`config.mk`:
```
export PLATFORM = sky130hd
export DESIGN_NAME = vcache_line_fetch
export DESIGN_NICKNAME = d
export VERILOG_FILES = /design/src/rtl/vcache_line_fetch.sv
export SDC_FILE = /design/constraint.sdc
export NUM_CORES = 1
export LEC_CHECK = 0
export BUFFER_PORTS_ARGS = -buffer_cell sky130_fd_sc_hd__buf_4
export CELL_PAD_IN_SITES_DETAIL_PLACEMENT = 1
export CELL_PAD_IN_SITES_GLOBAL_PLACEMENT = 2
export CORE_UTILIZATION = 45
export DETAILED_ROUTE_END_ITERATION = 7
export GPL_TIMING_DRIVEN = 0
export PLACE_DENSITY = 0.8
export SYNTH_ARGS = -nofsm -noshare
export SYNTH_HDL_FRONTEND = slang
export SYNTH_SLANG_ARGS = --single-unit
```
`constraint.sdc`:
```
create_clock -name wb_clk -period 3.88 [get_ports wb_clk]
set_clock_uncertainty 0.15 [all_clocks]
set_input_delay 0.194 -clock wb_clk [delete_from_list [all_inputs] [get_ports wb_clk]]
set_output_delay 0.194 -clock wb_clk [all_outputs]
set_load 0.01 [all_outputs]
```
`src/rtl/vcache_line_fetch.sv`:
```
// Video-side Wishbone read master: streams the framebuffer from cellram
// into a small first-word-fall-through FIFO drained by the pixel serializer.
module vcache_line_fetch #(
  parameter logic [31:0] FB_BASE     = 32'h0040_0000,
  parameter int          FRAME_WORDS = 38400,
  parameter int          FIFO_AW     = 5
) (
  input  logic               wb_clk,
  input  logic               wb_rst_n,
  input  logic               enable,
  input  logic               frame_start,
  input  logic               wb_gnt,
  output logic [31:0]        wb_adr_o,
  output logic [31:0]        wb_dat_o,
  output logic [3:0]         wb_sel_o,
  output logic               wb_cyc_o,
  output logic               wb_stb_o,
  output logic               wb_we_o,
  input  logic [31:0]        wb_dat_i,
  input  logic               wb_ack_i,
  input  logic               pix_rd,
  output logic [31:0]        pix_data,
  output logic               pix_valid,
  output logic [FIFO_AW:0]   fifo_level,
  output logic               frame_done,
  output logic               underflow
);

  localparam int DEPTH = 2 ** FIFO_AW;
  localparam int CNT_W = $clog2(FRAME_WORDS + 1);
  localparam logic [FIFO_AW:0] LVL_ONE  = (FIFO_AW + 1)'(1);
  localparam logic [FIFO_AW:0] LVL_FULL = (FIFO_AW + 1)'(DEPTH);
  localparam logic [CNT_W-1:0] CNT_LAST = CNT_W'(FRAME_WORDS - 1);
  localparam logic [29:0]      WADR_BASE = FB_BASE[31:2];

  typedef enum logic [2:0] {IDLE, FETCH, HOLD, FLUSH, DONE} state_t;

  state_t             state_q, state_d;
  logic               cyc_q, cyc_d;
  logic [29:0]        wadr_q, wadr_d;     // word address; byte lanes always 00
  logic [CNT_W-1:0]   cnt_q, cnt_d;
  logic [FIFO_AW-1:0] wr_ptr_q, wr_ptr_d;
  logic [FIFO_AW-1:0] rd_ptr_q, rd_ptr_d;
  logic [FIFO_AW:0]   level_q, level_d;
  logic               unf_q, unf_d;
  logic [31:0]        mem [DEPTH];

  logic               ack_acc;
  logic               push;
  logic               pop;
  logic               flush_fifo;
  logic [FIFO_AW:0]   level_push;

  assign ack_acc    = wb_ack_i & wb_gnt & cyc_q;
  assign pop        = pix_rd & (level_q != '0);
  // occupancy as it will be after a push this cycle, including a concurrent pop
  assign level_push = level_q + LVL_ONE - (pop ? LVL_ONE : '0);

  assign wb_adr_o   = {wadr_q, 2'b00};
  assign wb_dat_o   = '0;
  assign wb_sel_o   = 4'hF;
  assign wb_we_o    = 1'b0;
  assign wb_cyc_o   = cyc_q;
  assign wb_stb_o   = cyc_q;
  assign pix_valid  = (level_q != '0);
  assign pix_data   = pix_valid ? mem[rd_ptr_q] : '0;
  assign fifo_level = level_q;
  assign frame_done = (state_q == DONE);
  assign underflow  = unf_q;

  // Fetch FSM next-state: frame_start overrides everything; an open transfer must be flushed first
  always_comb begin
    state_d    = state_q;
    cyc_d      = cyc_q;
    wadr_d     = wadr_q;
    cnt_d      = cnt_q;
    push       = 1'b0;
    flush_fifo = 1'b0;
    if (frame_start) begin
      flush_fifo = 1'b1;
      if (cyc_q && !ack_acc) begin
        state_d = FLUSH;
      end else begin
        cyc_d   = 1'b0;
        wadr_d  = WADR_BASE;
        cnt_d   = '0;
        state_d = enable ? FETCH : IDLE;
      end
    end else begin
      case (state_q)
        IDLE: cyc_d = 1'b0;
        FETCH: begin
          if (cyc_q) begin
            if (ack_acc) begin
              push   = 1'b1;
              cyc_d  = 1'b0;
              wadr_d = wadr_q + 30'd1;
              cnt_d  = cnt_q + CNT_W'(1);
              if (cnt_q == CNT_LAST)        state_d = DONE;
              else if (!enable)             state_d = IDLE;
              else if (level_push == LVL_FULL) state_d = HOLD;
            end
          end else if (!enable) begin
            state_d = IDLE;
          end else begin
            cyc_d = 1'b1;
          end
        end
        HOLD: begin
          cyc_d = 1'b0;
          if (!enable)                  state_d = IDLE;
          else if (level_q < LVL_FULL)  state_d = FETCH;
        end
        FLUSH: begin
          if (ack_acc) begin
            cyc_d   = 1'b0;
            wadr_d  = WADR_BASE;
            cnt_d   = '0;
            state_d = enable ? FETCH : IDLE;
          end
        end
        DONE: cyc_d = 1'b0;
        default: begin
          state_d = IDLE;
          cyc_d   = 1'b0;
        end
      endcase
    end
  end

  // FIFO pointer/occupancy next-state and sticky underflow flag
  always_comb begin
    wr_ptr_d = wr_ptr_q;
    rd_ptr_d = rd_ptr_q;
    level_d  = level_q;
    unf_d    = unf_q;
    if (flush_fifo) begin
      wr_ptr_d = '0;
      rd_ptr_d = '0;
      level_d  = '0;
      unf_d    = 1'b0;
    end else begin
      if (push) wr_ptr_d = wr_ptr_q + FIFO_AW'(1);
      if (pop)  rd_ptr_d = rd_ptr_q + FIFO_AW'(1);
      level_d = level_q + (push ? LVL_ONE : '0) - (pop ? LVL_ONE : '0);
      if (pix_rd && (level_q == '0)) unf_d = 1'b1;
    end
  end

  // Control state registers with synchronous active-low reset
  always_ff @(posedge wb_clk) begin
    if (!wb_rst_n) begin
      state_q  <= IDLE;
      cyc_q    <= 1'b0;
      wadr_q   <= WADR_BASE;
      cnt_q    <= '0;
      wr_ptr_q <= '0;
      rd_ptr_q <= '0;
      level_q  <= '0;
      unf_q    <= 1'b0;
    end else begin
      state_q  <= state_d;
      cyc_q    <= cyc_d;
      wadr_q   <= wadr_d;
      cnt_q    <= cnt_d;
      wr_ptr_q <= wr_ptr_d;
      rd_ptr_q <= rd_ptr_d;
      level_q  <= level_d;
      unf_q    <= unf_d;
    end
  end

  // FIFO storage: data only, no reset needed
  always_ff @(posedge wb_clk) begin
    if (push) mem[wr_ptr_q] <= wb_dat_i;
  end

endmodule

```
After elaboration in Yosys (flattened, before gate mapping)
Memory sizes are Yosys's and may differ from the RTL's. A register that Yosys moved wholly into a read port is not among the register bits.
Cells that the tools add are included.
{ "op_classes": {"n_eq_ne": 15, "reduce_logical": 12, "mux": 44, "order_cmp": 1, "add_sub_neg": 8, "n_bitwise": 4} }
{ "ops": {"columns": ["cell", "count"], "rows": [
  ["30-bit two-way mux", 5],
  ["16-bit two-way mux", 5],
  ["30-bit one-hot mux with 2 select lines", 1],
  ["32-bit two-way mux", 1],
  ["16-bit one-hot mux with 2 select lines", 1],
  ["30-bit by 1-bit adder with 30-bit output, second input constant", 1],
  ["3-bit two-way mux", 10],
  ["16-bit by 1-bit adder with 16-bit output, second input constant", 1],
  ["16-bit == test, second input constant", 1],
  ["1-bit two-way mux", 16],
  ["4-bit inequality test, second input constant", 3],
  ["3-bit one-hot mux with 4 select lines", 1],
  ["5-bit by 1-bit adder with 5-bit output, second input constant", 2],
  ["5-bit two-way mux", 2],
  ["3-bit inequality test, second input constant", 3],
  ["6-bit by 1-bit adder with 6-bit output", 1],
  ["6-bit by 1-bit adder with 6-bit output, second input constant", 1],
  ["3-bit by 2-bit == test with 1-bit output, second input constant", 2],
  ["6-bit == test, second input constant", 1],
  ["6-bit zero test", 1],
  ["6-bit < comparator, second input constant", 1],
  ["6-bit inequality test, second input constant", 1],
  ["6-bit AND reduction", 1],
  ["6-bit nonzero test", 1],
  ["17 further kinds", 21]
]} }
{ "word_totals": {"ramBits": 1024, "inputBits": 39, "regBits": 67, "output_inout_bits": 112, "memories": 1} }
{ "mem_list": {"columns": ["memory", "words", "width", "read_ports", "rd_clocked_by_memory_dff", "write_ports", "line_no", "rtl"], "rows": [
  ["mem", 32, 32, 1, 1, 1, "46", "logic [31:0] mem [DEPTH];"]
]} }

Logic depth before layout (Yosys ltp)
Gate-level depths: netlist (run 1).
{ "depth": {"word_depth": 12, "mapped_depth": 16, "mapped_depth_nobuf": 16} }

Least setup slack after synthesis (run 1)
OpenSTA, ideal clock, no wires.
{ "synth_timing": {"path_kind": "register -> register", "start": "register state_q[0]", "end": "memory mem[29][0], enable pin", "path_buffers": 2, "stages_incl_launch_ff": 7, "arrival_time_ns": 2.930, "setup_ns": 0.421, "required_time_ns": 3.309, "path_slack_ns": 0.379, "path_cell_list": "dfxtp_1 > nor3b_1 > and4_1 > clkbuf_1 > clkbuf_1 > nand2_1 > nor2_1"} }
{ "synth_via": {"elab_chain_len": 5} }
{ "synth_lines": {"columns": ["item", "line_no", "rtl"], "rows": [
  ["from (decl)", "38", "state_t state_q, state_d;"],
  ["from (signal assigned)", "162", "state_q <= state_d;"],
  ["3-bit by 1-bit == test with 1-bit output", "90", "case (state_q)"],
  ["1-bit two-way mux", "90", null],
  ["1-bit two-way mux", "79", "if (frame_start) begin"],
  ["1-bit two-way mux", "175", "if (push) mem[wr_ptr_q] <= wb_dat_i;"],
  ["1-bit two-way mux (not written as such)", "175", null],
  ["to (decl)", "46", null]
]} }
Every way passes these cells.

==> results of run 1 <==
-- timing repair --
action	CTS	global route
setup buffers	34	4
resized for setup	89	3
pin swaps	23	3
hold buffers	42	0
endpoints found under the setup margin	405	73
endpoints found under the hold margin	1041	0
-- state kept, by name (all words and copies together), names as in the netlist, named ones only --
name	cells
wadr_q	30
state_q	3
wb_cyc_o	1
wr_ptr_q	5
rd_ptr_q	5
mem	1024
cnt_q	16
underflow	1
fifo_level	6
-- logic make-up (layout without fill, tap and decap cells) --
| kind of cell | after synthesis | in the layout | synth area share, % |
|---|---|---|---|
| AO/OA/AOI/OAI | 139 | 139 | 2.06 |
| XOR/XNOR | 38 | 38 | 0.775 |
| adder cells (fa/ha/maj) | 20 | 20 | 0.600 |
| buffers and inverters | 166 | 588 | 1.88 |
| flip-flops | 1096 | 1096 | 74.9 |
| multiplexers | 385 | 385 | 16.4 |
| other | 2 | 39 | 0.0175 |
| AND/OR/NAND/NOR | 275 | 275 | 3.30 |
-- per-layer routing --
layer  track usage [%]  up-vias  share of wire, %
met1              31.7    12200                40
li1                  -     9367                 -
met2              41.1      902                51
met4              6.03        0               2.2
met5                 0        -                 0
met3              3.65      181               6.6
-- cells in the mapped netlist, types with 5 or more instances --
cell,number
or4_1,6
buf_1,13
clkbuf_1,62
or2_2,35
ha_1,19
edfxtp_1,1024
xnor2_1,22
nor4_1,6
nand3b_1,9
dfxtp_1,72
buf_2,27
nor3_1,16
o21ai_0,14
nor2_1,88
nand4_1,14
a21oi_1,27
nand2_1,47
xor2_1,16
buf_4,40
mux2i_1,129
and4_1,5
o22ai_1,65
nand3_1,17
mux4_2,256
inv_1,24
and3_1,8
-- area by class of cell --
type | count | area [um2]
Fill cell | 8299 | 42800
Sequential cell | 1096 | 32200
Multi-Input combinational cell | 896 | 10400
Clock buffer | 140 | 2910
Timing Repair Buffer | 222 | 2480
Tap cell | 1254 | 1570
Buffer | 140 | 865
Clock inverter | 62 | 611
Inverter | 24 | 90.1
-- power groups by stage --
stage	clock (uW)	sequential (uW)	combinational, uW
floorplan	0	13200	1930
global placement	0	13200	3150
detailed placement	0	13200	3260
CTS	10600	13000	3360
global route	11000	13000	3570
finish	10500	13000	3360
-- worst reg2reg max path, cell delays in order (launching register included) --
cell and delay (ns):
dfxtp_1 0.45, nor3b_1 0.37, and4_1 0.29, clkbuf_1 0.21, clkbuf_1 0.57, nand2_1 0.68
nor2_4 0.40, buf_4 0.27
-- worst max path at each step --
stage	cells past startpoint	end	slack [ns]	start
finish	7	pix_data[30]	0.07	flip-flop
global route	15	state_q[0]	-0.04	fifo_level[2]
CTS	7	pix_data[2]	0.0003	flip-flop
detailed placement	7	pix_data[2]	-0.22	flip-flop
global placement	6	mem[0][21]	-2.12	state_q[0]
floorplan	6	mem[29][0]	0.38	state_q[0]
-- per-stage QoR --
step / total power (uW) / hold WS, ns
floorplan: 15200 / 0.143
global placement: 16400 / 0.284
detailed placement: 16500 / 0.301
CTS: 27000 / 0.0657
global route: 27600 / 0.108
finish: 26800 / 0.0935
==> flow_summary.json, run 1 <==
{
  "status": "complete, no violations",
  "hold_path.startpoint": "wb_gnt",
  "power_switching_uw": 6420,
  "reg2reg_depth": 7,
  "synth.distinct_cells": 60,
  "grt_pass1_vias": 24100,
  "intPower_uw": 20400,
  "firstDrtPassIters": 7,
  "cpLargestDelayFamily": "buffers and inverters",
  "antenna_found_initial": 0,
  "synthCells": 2121,
  "ys_seq_area_share_pct": 74.9,
  "ys_async_sr_fraction_pct": 0,
  "cts-root-buf": "clkbuf_16",
  "synth_seq_cells": 1096,
  "relSlewSlack_pct": 29.2,
  "final_common_cell": "edfxtp_1",
  "min_to": "state_q[1]",
  "dpl.hpwl_mm": 73.5,
  "finalWorstSetupSlack_ns": 0.0723,
  "area_growth_pct": 18.9,
  "final_layout_size_suffix_gt1_share_pct": 30.4,
  "clock_latency_ns": 0.68,
  "clock_sinks": 1096,
  "vias": 22600,
  "wirelength_mm": 115,
  "comb_power_share_pct": 12.5,
  "p_leak_uw": 0.0160,
  "cp_cell_sequence": "clkbuf_2, clkbuf_2, mux4_2, mux2i_1, o22ai_1, or2_2, buf_4",
  "worst-path-buf-inv": 3,
  "final_cell_mix": "1024 x edfxtp_1, 256 x mux4_2, 186 x buf_4",
  "rrSetupSlack_ns": 0.17,
  "die_h_um": 311,
  "rows": 112,
  "synth_edf_count": 1024,
  "critPathKind": "flip-flop to output port",
  "final-instance-count-excl-fill": 3834,
  "rsz0062_at_grt": "yes",
  "synth_warnings": 0,
  "reg2reg_from": "state_q[0]",
  "gp_congestion": 0.777,
  "maxSlewViolCount": 0,
  "antennaDiodeCount": 0,
  "fin_util_pct": 54.4,
  "finalSetupViolCount": 0,
  "io_pins": 151,
  "cpMostUsedCell": "clkbuf_2",
  "worst_slew_pin_slew_ns": 1.06,
  "synth_area_leaders": "edfxtp_1 72%, mux4_2 13%, dfxtp_1 3.4%",
  "synth_ff_type": "edfxtp_1",
  "grt_start_max_net_pins": 33,
  "reg2reg_to": "mem[2][23]",
  "clk_pin_slew_ns": 0.06,
  "pre_cts_slack_ns": -0.223,
  "portBuffers": 110,
  "synth_area_leader_cell": "edfxtp_1",
  "swShare_pct": 23.9,
  "core_mm2": 0.0939,
  "syn_area_per_cell_um2": 20.3,
  "fin_crit_sh_pct": 98.1,
  "synth_top_area_share_pct": 71.6,
  "cts_buffers": 109,
  "final_area_mm2": 0.0511,
  "place_area_mm2": 0.0464,
  "dpl.cell_count": 3554,
  "critPathMaxStageDelay_ns": 0.61,
  "cp-end-kind": "output port",
  "cts_tree": "built",
  "start_util_pct": 45.8,
  "drv_cap": 0,
  "cp_max_fo": 10,
  "fin_tns_setup_ns": 0,
  "hold_class": "input port to flip-flop",
  "drt-vias-per-instance": 5.91,
  "p_clk_share_pct": 39.1,
  "hold_depth": 4,
  "grt_usage_pct": 23.8,
  "fin_crit_ns": 3.81,
  "synthesis.area_mm2": 0.0430,
  "die_w_um": 311,
  "drtAntennaViolNets": 0,
  "grt_pass1_wl_mm": 167,
  "powerDensity_mw_per_mm2": 525,
  "drtIter0Drc": 2118,
  "cp.required_ns": 3.54,
  "ir_drop_v": 0.000352,
  "fmax_mhz": 263,
  "wl_per_cell_um": 29.9,
  "cp-start-kind": "flip-flop",
  "critical-path-slowest-cell": "dfxtp_1",
  "pwr-share-seq_pct": 48.4,
  "dieArea_mm2": 0.0967,
  "drcViolationCount": 0,
  "nets": 2548,
  "finalHoldViolations": 0,
  "worstPathArrival_ns": 3.46,
  "clockBufferDepth": 3,
  "htreeDepth": 3,
  "overflow": 0
}
Note: power is estimated with default switching activity, not from simulation.
==> run 2, diff against run 1 <==
- CORE_UTILIZATION: 45 -> 44
- PLACE_DENSITY: 0.8 -> 0.82
- clock period: 3.88 -> 3.1 ns (I/O delays scaled with it)
==> run 2 against run 1 <==
  * The flow now finishes with violations (setup timing)
  * Count of clock-buffer cells in the layout shrank 5
  * Largest cell class unchanged
  * Sequential share of layout area shrank 3.0 points
  * Die area grew 2.3%
  * Largest power group unchanged
  * Non-clock buffer count grew 72
  * Critical path type unchanged
  * Setup slack lost 0.32 ns
  * Via count grew 4.7%
  * Cell count grew 2.5%
  * Total power grew 33%
  * Critical path depth grew 2
  * Cell area grew 5.0%
  * First-iteration DRC count grew 57%
==> flow_summary.json, run 2 (synthesis results as in run 1) <==
{
  "status": "finished with violations",
  "violations": "setup timing",
  "reg2reg_to": "fifo_level[4]",
  "relSlewSlack_pct": 34.3,
  "hold_class": "input port to flip-flop",
  "die_w_um": 314,
  "antenna_found_initial": 2,
  "cts_tree": "built",
  "final_common_cell": "edfxtp_1",
  "overflow": 0,
  "rrSetupSlack_ns": 0.10,
  "finalHoldViolations": 0,
  "dpl.hpwl_mm": 74.6,
  "grt_usage_pct": 25.6,
  "gp_congestion": 0.772,
  "multi_input_area_mm2": 0.0111,
  "hold_depth": 5,
  "largest_reg_flops": 1024,
  "final-instance-count-excl-fill": 3931,
  "hold_path.startpoint": "wb_rst_n",
  "drt-vias-per-instance": 6.03,
  "reg2reg_depth": 13,
  "drcViolationCount": 0,
  "cp-start-kind": "flip-flop",
  "vias": 23700,
  "portBuffers": 110,
  "rows": 114,
  "fin_crit_sh_pct": 108,
  "grt_pass1_vias": 25400,
  "rsz0062_at_grt": "yes",
  "final_layout_size_suffix_gt1_share_pct": 36.7,
  "cp-end-kind": "output port",
  "top_regs": "mem (1024), wadr_q (30), cnt_q (16)",
  "die_h_um": 314,
  "p_leak_uw": 0.0169,
  "finalSetupViolCount": 32,
  "start_util_pct": 44.4,
  "area_growth_pct": 24.9,
  "register_area_mm2": 0.0322,
  "fin_tns_setup_ns": -4.08,
  "cp.required_ns": 2.79,
  "drtAntennaViolNets": 0,
  "grt_pass1_wl_mm": 180,
  "worstPathArrival_ns": 3.04,
  "clockBufferDepth": 3,
  "wl_per_cell_um": 32.6,
  "antennaDiodeCount": 0,
  "pre_cts_slack_ns": -0.987,
  "fillers": 8406,
  "dpl.cell_count": 3576,
  "reg2reg_from": "state_q[0]",
  "htreeDepth": 3,
  "worst_slew_pin_slew_ns": 0.984,
  "drtIter0Drc": 3335,
  "nets": 2621,
  "powerDensity_mw_per_mm2": 663,
  "final_cell_mix": "1024 x edfxtp_1, 256 x mux4_2, 173 x buf_4",
  "clock_sinks": 1096,
  "io_pins": 151,
  "core_mm2": 0.0967,
  "top_register": "mem",
  "finalWorstSetupSlack_ns": -0.244,
  "cts_buffers": 110,
  "drv_cap": 0,
  "fin_crit_ns": 3.34,
  "cp_max_fo": 5,
  "clk_pin_slew_ns": 0.07,
  "wirelength_mm": 128,
  "ir_drop_v": 0.000576,
  "firstDrtPassIters": 6,
  "maxSlewViolCount": 0,
  "dieArea_mm2": 0.0989,
  "critPathKind": "flip-flop to output port",
  "min_to": "state_q[2]",
  "fmax_mhz": 299,
  "grt_start_max_net_pins": 33,
  "clock_latency_ns": 0.69,
  "cts-root-buf": "clkbuf_16"
}
-- run 2: changes by cell type in the layout (fill, tap and decap cells not counted), sizes merged --
cell	before	now
buf	254	336
bufinv	10	9
clkdlybuf4s15	5	0
bufbuf	0	1
clkbuf	201	189
clkinv	46	54
dlygate4sd3	42	43
clkinvlp	2	3
-- run 2: area by class of cell --
cell class	instances	share of cell area, %
sequential	1096	60.0
buffer	137	2.65
inverter	24	0.177
multi-input combinational	896	20.6
clock inverter	70	1.26
clock buffer	135	5.39
tap	1276	2.98
timing repair buffer	297	6.92
-- run 2: report_power, final --
part / internal [uW] / leakage [uW] / switching [uW] / total [uW]
Clock: 7420 / 0.00174 / 5900 / 13300
Combinational: 3070 / 0.00542 / 2900 / 5980
Sequential: 16200 / 0.00978 / 68.5 / 16300
-- run 2: worst max-delay path by stage --
stage / to / slack [ns]
6_report: pix_data[29] / -0.24
5_1_grt: pix_data[29] / -0.29
4_1_cts: pix_data[22] / -0.24
3_5_place_dp: mem[29][17] / -0.99
3_3_place_gp: mem[24][16] / -2.91
2_1_floorplan: mem[29][0] / -0.40
-- run 2: worst max-delay path, stage by stage, from the launching register on --
cell       delay (ns)
dfxtp_4          0.38
clkbuf_16        0.16
buf_12           0.14
buf_8            0.12
buf_12           0.12
mux4_2           0.50
mux2i_1          0.36
o22ai_2          0.15
or2_4            0.28
buf_6            0.13
-- run 2: through the flow --
step           util [%]  hold slack (ns)  cell area (um2)  total power, uW
3_5_place_dp       48.0            0.292            46400            20700
5_1_grt            55.5            0.271            53600            36400
2_1_floorplan         -            0.104            43100            19000
4_1_cts            54.9            0.223            53100            35100
3_3_place_gp       47.1            0.249            45500            20500
6_report           55.5            0.270            53600            35600
-- run 2: routing by layer --
layer  global-route usage [%]  share of wire [%]  vias to the layer above
met2                     44.0                 51                     1370
met5                        0             0.0070                        -
met1                     33.0                 38                    12600
met3                     4.41                8.2                      219
met4                     8.52                2.8                        2
li1                         -                  -                     9536
-- run 2: repair_timing --
item,CTS,global route
resized for setup,420,105
hold buffers,43,0
setup buffers,79,26
endpoints found under the setup margin,1059,800
pin swaps,81,42
gates cloned,12,3
endpoints found under the hold margin,1052,0
==> run 3, diff against run 2 <==
- CAP_MARGIN: unset -> 25
- CELL_PAD_IN_SITES_DETAIL_PLACEMENT: 1 -> unset
- CELL_PAD_IN_SITES_GLOBAL_PLACEMENT: 2 -> unset
- CORE_UTILIZATION: 44 -> 45
- PLACE_DENSITY: 0.82 -> 0.69
==> run 3 against run 2 <==
  * The flow still finishes with violations (setup timing)
  * Cell area rose by 0.53%
  * Via count fell by 3.6%
  * Cell count fell by 1.1%
  * Global-route usage fell by 3.2 points
  * Largest power group unchanged
  * Highest routed layer unchanged
==> flow_summary.json, run 3 (synthesis results as in run 1) <==
{
  "status": "finished with violations",
  "violations": "setup timing",
  "antennaDiodeCount": 0,
  "comb_power_share_pct": 17.8,
  "power_switching_uw": 8780,
  "cp.required_ns": 2.79,
  "fin_util_pct": 57.4,
  "largest_reg_flops": 1024,
  "clock_latency_ns": 0.67,
  "wl_per_cell_um": 28.3,
  "area_growth_pct": 25.5,
  "hold_class": "input port to flip-flop",
  "drt-vias-per-instance": 5.88,
  "powerDensity_mw_per_mm2": 665,
  "grt_start_max_net_pins": 33,
  "p_clk_share_pct": 36.9,
  "cp_max_fo": 10,
  "final_cell_mix": "1024 x edfxtp_1, 256 x mux4_2, 166 x buf_4",
  "antenna_found_initial": 2,
  "cts-root-buf": "clkbuf_16",
  "finalHoldViolations": 0,
  "dieArea_mm2": 0.0967,
  "dpl.hpwl_mm": 67.3,
  "power_uw": 35900,
  "grt_pass1_vias": 23500,
  "wirelength_mm": 110,
  "holdWs_ns": 0.0444,
  "clock_sinks": 1096,
  "worstPathArrival_ns": 2.96,
  "multi_input_area_mm2": 0.0114,
  "grt_pass1_wl_mm": 159,
  "top_register": "mem",
  "register_area_mm2": 0.0322,
  "rsz0062_at_grt": "yes",
  "nets": 2606,
  "cts_tree": "built",
  "final_common_cell": "edfxtp_1",
  "fin_crit_sh_pct": 105,
  "clk_pin_slew_ns": 0.06,
  "portBuffers": 110,
  "die_h_um": 311,
  "fin_crit_ns": 3.27,
  "die_w_um": 311,
  "finalWorstSetupSlack_ns": -0.166,
  "gp_congestion": 0.796,
  "cp-end-kind": "output port",
  "drtAntennaViolNets": 0,
  "swShare_pct": 24.5,
  "start_util_pct": 45.8,
  "maxSlewViolCount": 0,
  "relSlewSlack_pct": 42.4,
  "drtIter0Drc": 2853,
  "final_layout_size_suffix_gt1_share_pct": 38.0,
  "vias": 22900,
  "worst_slew_pin_slew_ns": 0.863,
  "htreeDepth": 3,
  "p_leak_uw": 0.0169,
  "cts_buffers": 104,
  "clockBufferDepth": 3,
  "drv_cap": 0,
  "top_regs": "mem (1024), wadr_q (30), cnt_q (16)",
  "critPathKind": "flip-flop to output port",
  "fmax_mhz": 306,
  "finalSetupViolCount": 35,
  "drcViolationCount": 0,
  "grt_usage_pct": 22.4,
  "intPower_uw": 27100,
  "core_mm2": 0.0939,
  "ir_drop_v": 0.000543,
  "pwr-share-seq_pct": 45.4,
  "io_pins": 151,
  "rows": 112,
  "fillers": 6541,
  "overflow": 0,
  "cp-start-kind": "flip-flop",
  "firstDrtPassIters": 5
}
[run 3: cell types whose count changed in the layout (fill, tap and decap cells not counted), moves of 7 or more]
cell and change:
buf_12 -9, buf_4 -7, mux2i_4 +8, bufinv_16 +7, mux2i_2 +9, o22ai_4 +11
mux2i_1 -17, clkinv_2 -10, o22ai_1 -11
[run 3: layout make-up]
cell class / instances / share of cell area [%]
sequential: 1096 / 59.7
tap: 1254 / 2.91
multi-input combinational: 896 / 21.2
buffer: 139 / 2.76
clock buffer: 122 / 4.95
timing repair buffer: 286 / 6.65
inverter: 24 / 0.186
clock inverter: 72 / 1.66
[run 3: path summary, 6_finish.rpt]
kind	startpoint	to	slack (ns)	cells past startpoint
worst max-delay path	fifo_level[4]	pix_data[2]	-0.17	11
worst min-delay path	wb_gnt	state_q[2]	0.04	4
worst max register to register	fifo_level[4]	state_q[0]	-0.05	17
worst min register to register	cnt_q[3]	cnt_q[3]	0.35	1
[run 3: layer usage]
metal | vias to the layer above | global-route usage (%) | wire [um]
li1 | 9503 | - | -
met1 | 12000 | 29.1 | 42300
met2 | 1103 | 38.6 | 56200
met3 | 199 | 3.59 | 8270
met4 | 4 | 6.93 | 3040
met5 | - | 0 | 27
[run 3: timing repair]
| action | 4_1_cts | 5_1_grt |
|---|---|---|
| gates cloned | 12 | 3 |
| pin swaps | 95 | 28 |
| hold buffers | 40 | 0 |
| resized for setup | 458 | 95 |
| setup buffers | 80 | 11 |
| endpoints found under the setup margin | 996 | 803 |
| hold endpoints to repair | 1051 | 0 |
[run 3: through the flow]
step                      cell area [um2]  setup slack (ns)  setup TNS [ns]  instances
final                               53900            -0.166           -3.52       3889
after global placement              45500             -2.54        -2307.37       3522
after CTS                           53400            -0.176           -3.10       3878
after global routing                53900            -0.199           -5.11       3889
after detailed placement            46500            -0.948         -505.06       3556
after floorplan                     43100            -0.401         -327.38       2158
[run 3: critical path, stage by stage (launching register included)]
cell	delay, ns
dfxtp_2	0.33
inv_2	0.08
ha_4	0.13
nor4bb_4	0.27
buf_4	0.18
clkinvlp_4	0.14
buf_6	0.15
nand3_4	0.23
buf_8	0.22
o22ai_1	0.13
or2_4	0.27
buf_6	0.14
[run 3: power by group through the flow]
stage                     combinational [uW]  clock (uW)  sequential [uW]
after global placement                  4000           0            16500
final                                   6380       13200            16300
after global routing                    6660       13900            16300
after CTS                               5870       13300            16300
after floorplan                         2410           0            16600
after detailed placement                4100           0            16600
